**config.mk**
```make
export PLATFORM = sky130hd
export DESIGN_NAME = step4_normalize_pack
export DESIGN_NICKNAME = d
export VERILOG_FILES = /design/src/rtl/step4_normalize_pack_pkg.sv /design/src/rtl/step4_pack.sv /design/src/rtl/step4_normalize_pack.sv
export SDC_FILE = /design/constraint.sdc
export NUM_CORES = 1
export LEC_CHECK = 0
export ABC_AREA = 0
export BUFFER_PORTS_ARGS = -buffer_cell sky130_fd_sc_hd__buf_2
export CORE_UTILIZATION = 55
export DETAILED_ROUTE_END_ITERATION = 8
export PLACE_DENSITY = 0.8
export SLEW_MARGIN = 40
export SYNTH_ARGS = -nofsm -noshare
export SYNTH_HDL_FRONTEND = slang
export SYNTH_HIERARCHICAL = 1
export SYNTH_SLANG_ARGS = --single-unit
```
**constraint.sdc**
```tcl
create_clock -name clock -period 3.75 [get_ports clock]
set_clock_uncertainty 0.15 [all_clocks]
set_input_delay 0.75 -clock clock [delete_from_list [all_inputs] [get_ports clock]]
set_output_delay 0.75 -clock clock [all_outputs]
set_load 0.05 [all_outputs]
```
**src/rtl/step4_normalize_pack_pkg.sv**
```systemverilog
// Shared MAC constants and types for the step-4 normalize/pack stage.
package step4_normalize_pack_pkg;

  localparam int MANT_W = 24;
  localparam int EXP_W  = 8;
  localparam int FRAC_W = MANT_W - 1;
  localparam int CNT_W  = 5;

  localparam logic [EXP_W-1:0] EXP_MAX   = 8'hFF;
  localparam logic [CNT_W-1:0] SHIFT_MAX = 5'd23;

  typedef enum logic [1:0] {
    ST_IDLE = 2'd0,
    ST_NORM = 2'd1,
    ST_DONE = 2'd2
  } state_t;

  typedef struct packed {
    logic inf;
    logic zero;
    logic denormal;
  } flags_t;

endpackage

```
**src/rtl/step4_pack.sv**
```systemverilog
// Combinational result formation for one normalize step: decides whether the
// working word can be packed this cycle and, if so, what the IEEE word is.
module step4_pack
  import step4_normalize_pack_pkg::*;
(
  input  logic [MANT_W-1:0] mant,
  input  logic              ov,
  input  logic              sign,
  input  logic [EXP_W-1:0]  ex,
  input  logic              force_denorm,
  output logic              do_pack,
  output logic [31:0]       result,
  output flags_t            flags
);

  logic [EXP_W-1:0] ex_inc;

  // NOTE: every output gets a default first so no path leaves a latch behind.
  always_comb begin
    ex_inc  = ex + 8'd1;
    do_pack = 1'b1;
    result  = '0;
    flags   = '0;
    if (ex == EXP_MAX) begin
      result     = {sign, EXP_MAX, {FRAC_W{1'b0}}};
      flags.inf  = 1'b1;
    end else if (ov) begin
      // Carry-out: the hidden one moves to bit 24, so drop the LSB and bump ex.
      if (ex_inc == EXP_MAX) begin
        result    = {sign, EXP_MAX, {FRAC_W{1'b0}}};
        flags.inf = 1'b1;
      end else begin
        result = {sign, ex_inc, mant[MANT_W-1:1]};
      end
    end else if (mant == '0) begin
      flags.zero = 1'b1;
    end else if (mant[MANT_W-1]) begin
      result = {sign, ex, mant[FRAC_W-1:0]};
    end else if (ex <= 8'd1 || force_denorm) begin
      result         = {sign, {EXP_W{1'b0}}, mant[FRAC_W-1:0]};
      flags.denormal = 1'b1;
    end else begin
      do_pack = 1'b0;
    end
  end

endmodule

```
**src/rtl/step4_normalize_pack.sv**
```systemverilog
// Normalize/pack stage: accepts one adder-status word, left-shifts it one bit
// per cycle until packable, then holds the IEEE single result until taken.
module step4_normalize_pack
  import step4_normalize_pack_pkg::*;
(
  input  logic              clock,
  input  logic              resetn,
  input  logic              in_valid,
  output logic              in_ready,
  input  logic [MANT_W-1:0] in_adder_out,
  input  logic              in_ov_sign,
  input  logic              in_adder_out_sign,
  input  logic [EXP_W-1:0]  in_current_ex,
  output logic              out_valid,
  input  logic              out_ready,
  output logic [31:0]       out_result,
  output logic [2:0]        out_flags
);

  state_t            state, state_nxt;
  logic [MANT_W-1:0] mant;
  logic              ov;
  logic              sign;
  logic [EXP_W-1:0]  ex;
  logic [CNT_W-1:0]  shift_cnt;

  logic              do_pack;
  logic [31:0]       pack_result;
  flags_t            pack_flags;

  step4_pack u_pack (
    .mant         (mant),
    .ov           (ov),
    .sign         (sign),
    .ex           (ex),
    .force_denorm (shift_cnt == SHIFT_MAX),
    .do_pack      (do_pack),
    .result       (pack_result),
    .flags        (pack_flags)
  );

  // NOTE: sequential state uses non-blocking assignment so every register
  // samples the pre-edge values regardless of block ordering.
  always_ff @(posedge clock or negedge resetn) begin
    if (!resetn) state <= ST_IDLE;
    else         state <= state_nxt;
  end

  always_comb begin
    state_nxt = state;
    case (state)
      ST_IDLE: if (in_valid)  state_nxt = ST_NORM;
      ST_NORM: if (do_pack)   state_nxt = ST_DONE;
      ST_DONE: if (out_ready) state_nxt = ST_IDLE;
      default:                state_nxt = ST_IDLE;
    endcase
  end

  always_comb begin
    in_ready  = (state == ST_IDLE);
    out_valid = (state == ST_DONE);
  end

  // NOTE: the working registers are plain flops, so clearing them on reset is
  // cheap and keeps a discarded in-flight word from leaking into the next one.
  always_ff @(posedge clock or negedge resetn) begin
    if (!resetn) begin
      mant       <= '0;
      ov         <= 1'b0;
      sign       <= 1'b0;
      ex         <= '0;
      shift_cnt  <= '0;
      out_result <= '0;
      out_flags  <= '0;
    end else begin
      case (state)
        ST_IDLE: begin
          if (in_valid) begin
            mant      <= in_adder_out;
            ov        <= in_ov_sign;
            sign      <= in_adder_out_sign;
            ex        <= in_current_ex;
            shift_cnt <= '0;
          end
        end
        ST_NORM: begin
          if (do_pack) begin
            out_result <= pack_result;
            out_flags  <= pack_flags;
          end else begin
            mant      <= {mant[MANT_W-2:0], 1'b0};
            ex        <= ex - 8'd1;
            shift_cnt <= shift_cnt + 5'd1;
          end
        end
        default: ;
      endcase
    end
  end

endmodule

```
==> reports/qor.txt <==
Worst R2R Setup Slack: 0.48 ns
Seq/Total Area, Yosys: 44.51%
HPWL after detailed placement: 6169 um
Pwr Density: 1007 mW/mm2
DRT iter0 DRCs: 187
Syn Inst Count: 385
Htree depth: 3
FF+latch area: 0.001902 mm2
Starting Density: 57.98%
Crit Path Category: reg -> reg
Multi-input combinational cell area: 0.002206 mm2
Outcome: finished clean
Skew-Pair Late Insertion Delay: 0.35 ns
CP Buf/Inv Count: 1
GPL Wtd Cong: 0.8294
Unrepaired setup endpoints after global routing: false
Worst slew pin tran: 0.6856 ns
Crit path max-delay family: simple AND/OR/NAND/NOR gates
Die Y: 90.14 um
Ys Warns: 6
CP max FO: 26
CP Launch Type: register
Cts bufs inserted: 9
Port bufs: 74
Final setup viols: 0
Max VDD drop: 0.0005771 V
Worst Setup End Kind: register
Share of layout cells above drive strength 1: 36.01%
Tmin final: 3.273 ns
Hold Buf Count CTS: 0
Worst r2r dst: ex[0]
Die Footprint: 0.008125 mm2
FF-to-FF Start: ex[0]
Ant. Diodes: 0
Layout area overhead: 15.96%
R2R cell count: 10
Hold Vio Cnt, Final: 0
Wire length per cell: 16.37 um
Post-Route Setup TNS: 0 ns
Drt pass-1 iters: 4
Die Wd: 90.14 um
Delay of the slowest critical-path stage: 0.55 ns
Slew Limit Headroom: 54.29%
Row count: 31
Slew Viols, Final: 0
Vias in the first global route: 3175
Hold Crit Class: in -> async
Vias: 3212
CP max-delay cell: or4_1
Max clock buf depth: 2
Post-synthesis cell type count: 46
Core Region: 0.007370 mm2
Largest net degree at the start of global routing: 77
Synthesized area: 0.004273 mm2
FMAX: 305.5 MHz
Initial antenna violation count: 0
Leak pwr: 2.435 nW
Final ANT Viol Nets: 0
DR vias/cell: 5.736
Register bit count reported by yosys: 76
Crit path required time: 3.88 ns
Worst-path cell chain: ha_1 > nand3_1 > nand2b_1 > nand2_1 > or4_1 > nor3b_4 > nor2_4 > inv_2 > o21ai_0 > o21ai_1
# IOs: 75
Most common cell after layout, fill and taps aside: dfrtp_1
Total GRT Usage: 24.24%
TritonCTS clock tree: built
First-pass GRT wire length: 15500 um
Most frequent cells in the layout: dfrtp_1 (76), buf_2 (73), mux2i_1 (45)
Setup Fix Bufs, Post-CTS: 0
Fill count: 576
Avg Cell Area, Syn: 11.10 um2
Power Total: 4.992 mW
Setup WS post-layout: 0.4771 ns
Clock sink total: 76
Post-route DRC: 0
Setup Slack @ Placement: 0.5919 ns
Total grt overflow: 0
Clock slew seen by the registers of the worst setup and hold paths: 0.08 ns
CTS root buffer: clkbuf_8
CTS resizes: 0
WP data arrival: 3.41 ns
Nets: 500
Synthesized net count: 429
# Max-Cap Violations: 0
Critical path origin: ex[0]
Final worst-path cycle share: 87.28%
Routed WL: 9167 um
-- metrics by stage --
stage | util (%) | cells | instance area [um2] | hold slack [ns]
floorplan | - | 385 | 4273 | 0.3044
global placement | 63.60 | 543 | 4687 | 0.3354
detailed placement | 64.02 | 544 | 4718 | 0.3379
CTS | 67.23 | 560 | 4955 | 0.2868
global route | 67.23 | 560 | 4955 | 0.3074
finish | 67.23 | 560 | 4955 | 0.2411
-- registers in the layout, summed over array words and instances (netlist names) --
name / flops
shift_cnt: 5
out_flags: 3
ov: 1
out_result: 32
sign: 1
mant: 24
ex: 8
state: 2
-- worst max-delay path by stage --
stage                         endpoint  cells after the start
final                            ex[0]                     10
after global routing             ex[0]                     10
after CTS                        ex[0]                     10
after detailed placement         ex[0]                     10
after global placement           ex[1]                      8
after floorplan           shift_cnt[0]                      9
-- metal layers --
layer,wire [um],vias up,global-route usage [%]
met5,0,-,0
met4,285,0,11.69
met3,453,33,5.415
met2,4394,111,37.53
met1,4035,1551,32.34
li1,-,1517,-
-- cells in the mapped netlist, drive strengths merged --
cell     count  area, um2
a211o        1      8.760
a21oi       11      55.05
a221o        3      30.03
a22o         2      17.52
a2bb2oi      4      35.03
a31oi        1      6.260
and4         1      10.01
and4b        1      10.01
buf         12      101.3
clkbuf       9      33.78
dfrtp       76       1902
ha           6      75.07
inv         10      37.53
mux2        38      536.8
mux2i       45      450.4
nand2       38      150.1
nand2b       4      25.02
nand3        6      30.03
nand4        5      31.28
nor2        36      197.7
nor2b        4      25.02
nor3         4      20.02
nor3b        2      37.54
nor4         8      56.30
o211ai       4      35.03
o21a         1      7.510
o21ai       33      165.2
o22ai        6      37.54
o41ai        3      52.56
or3          2      12.51
or4          2      18.77
xnor2        1      8.760
xor2         6      52.55
-- worst reg2reg max path, delay by kind of cell, from the launching register on --
kind | cells | cell delay, ns
AND/OR/NAND/NOR | 6 | 1.75
buffers and inverters | 1 | 0.22
AO/OA/AOI/OAI | 2 | 0.26
flip-flops | 1 | 0.51
adder cells (fa/ha/maj) | 1 | 0.30
-- layout make-up --
cell class,count,share of cell area (%)
Multi-Input combinational cell,278,44.52
Inverter,10,0.7576
Timing Repair Buffer,81,9.066
Clock buffer,13,3.409
Clock inverter,3,1.364
Tap cell,99,2.500
Sequential cell,76,38.38
-- logic make-up after synthesis --
kind of cell	after synthesis	share of synthesized area [%]
compound gates	69	10.54
xor+xnor	7	1.435
fa+ha+maj	6	1.757
buf+inv	31	4.041
flops	76	44.51
mux	83	23.10
simple gates	113	14.61
-- report_power, final --
part / leakage, nW / total, mW / switching (mW) / internal [mW]
registers: 0.960 / 1.55 / 0.385 / 1.16
logic: 1.36 / 2.71 / 1.61 / 1.10
clock network: 0.116 / 0.735 / 0.305 / 0.430
Power figures use the tool's default switching activity.
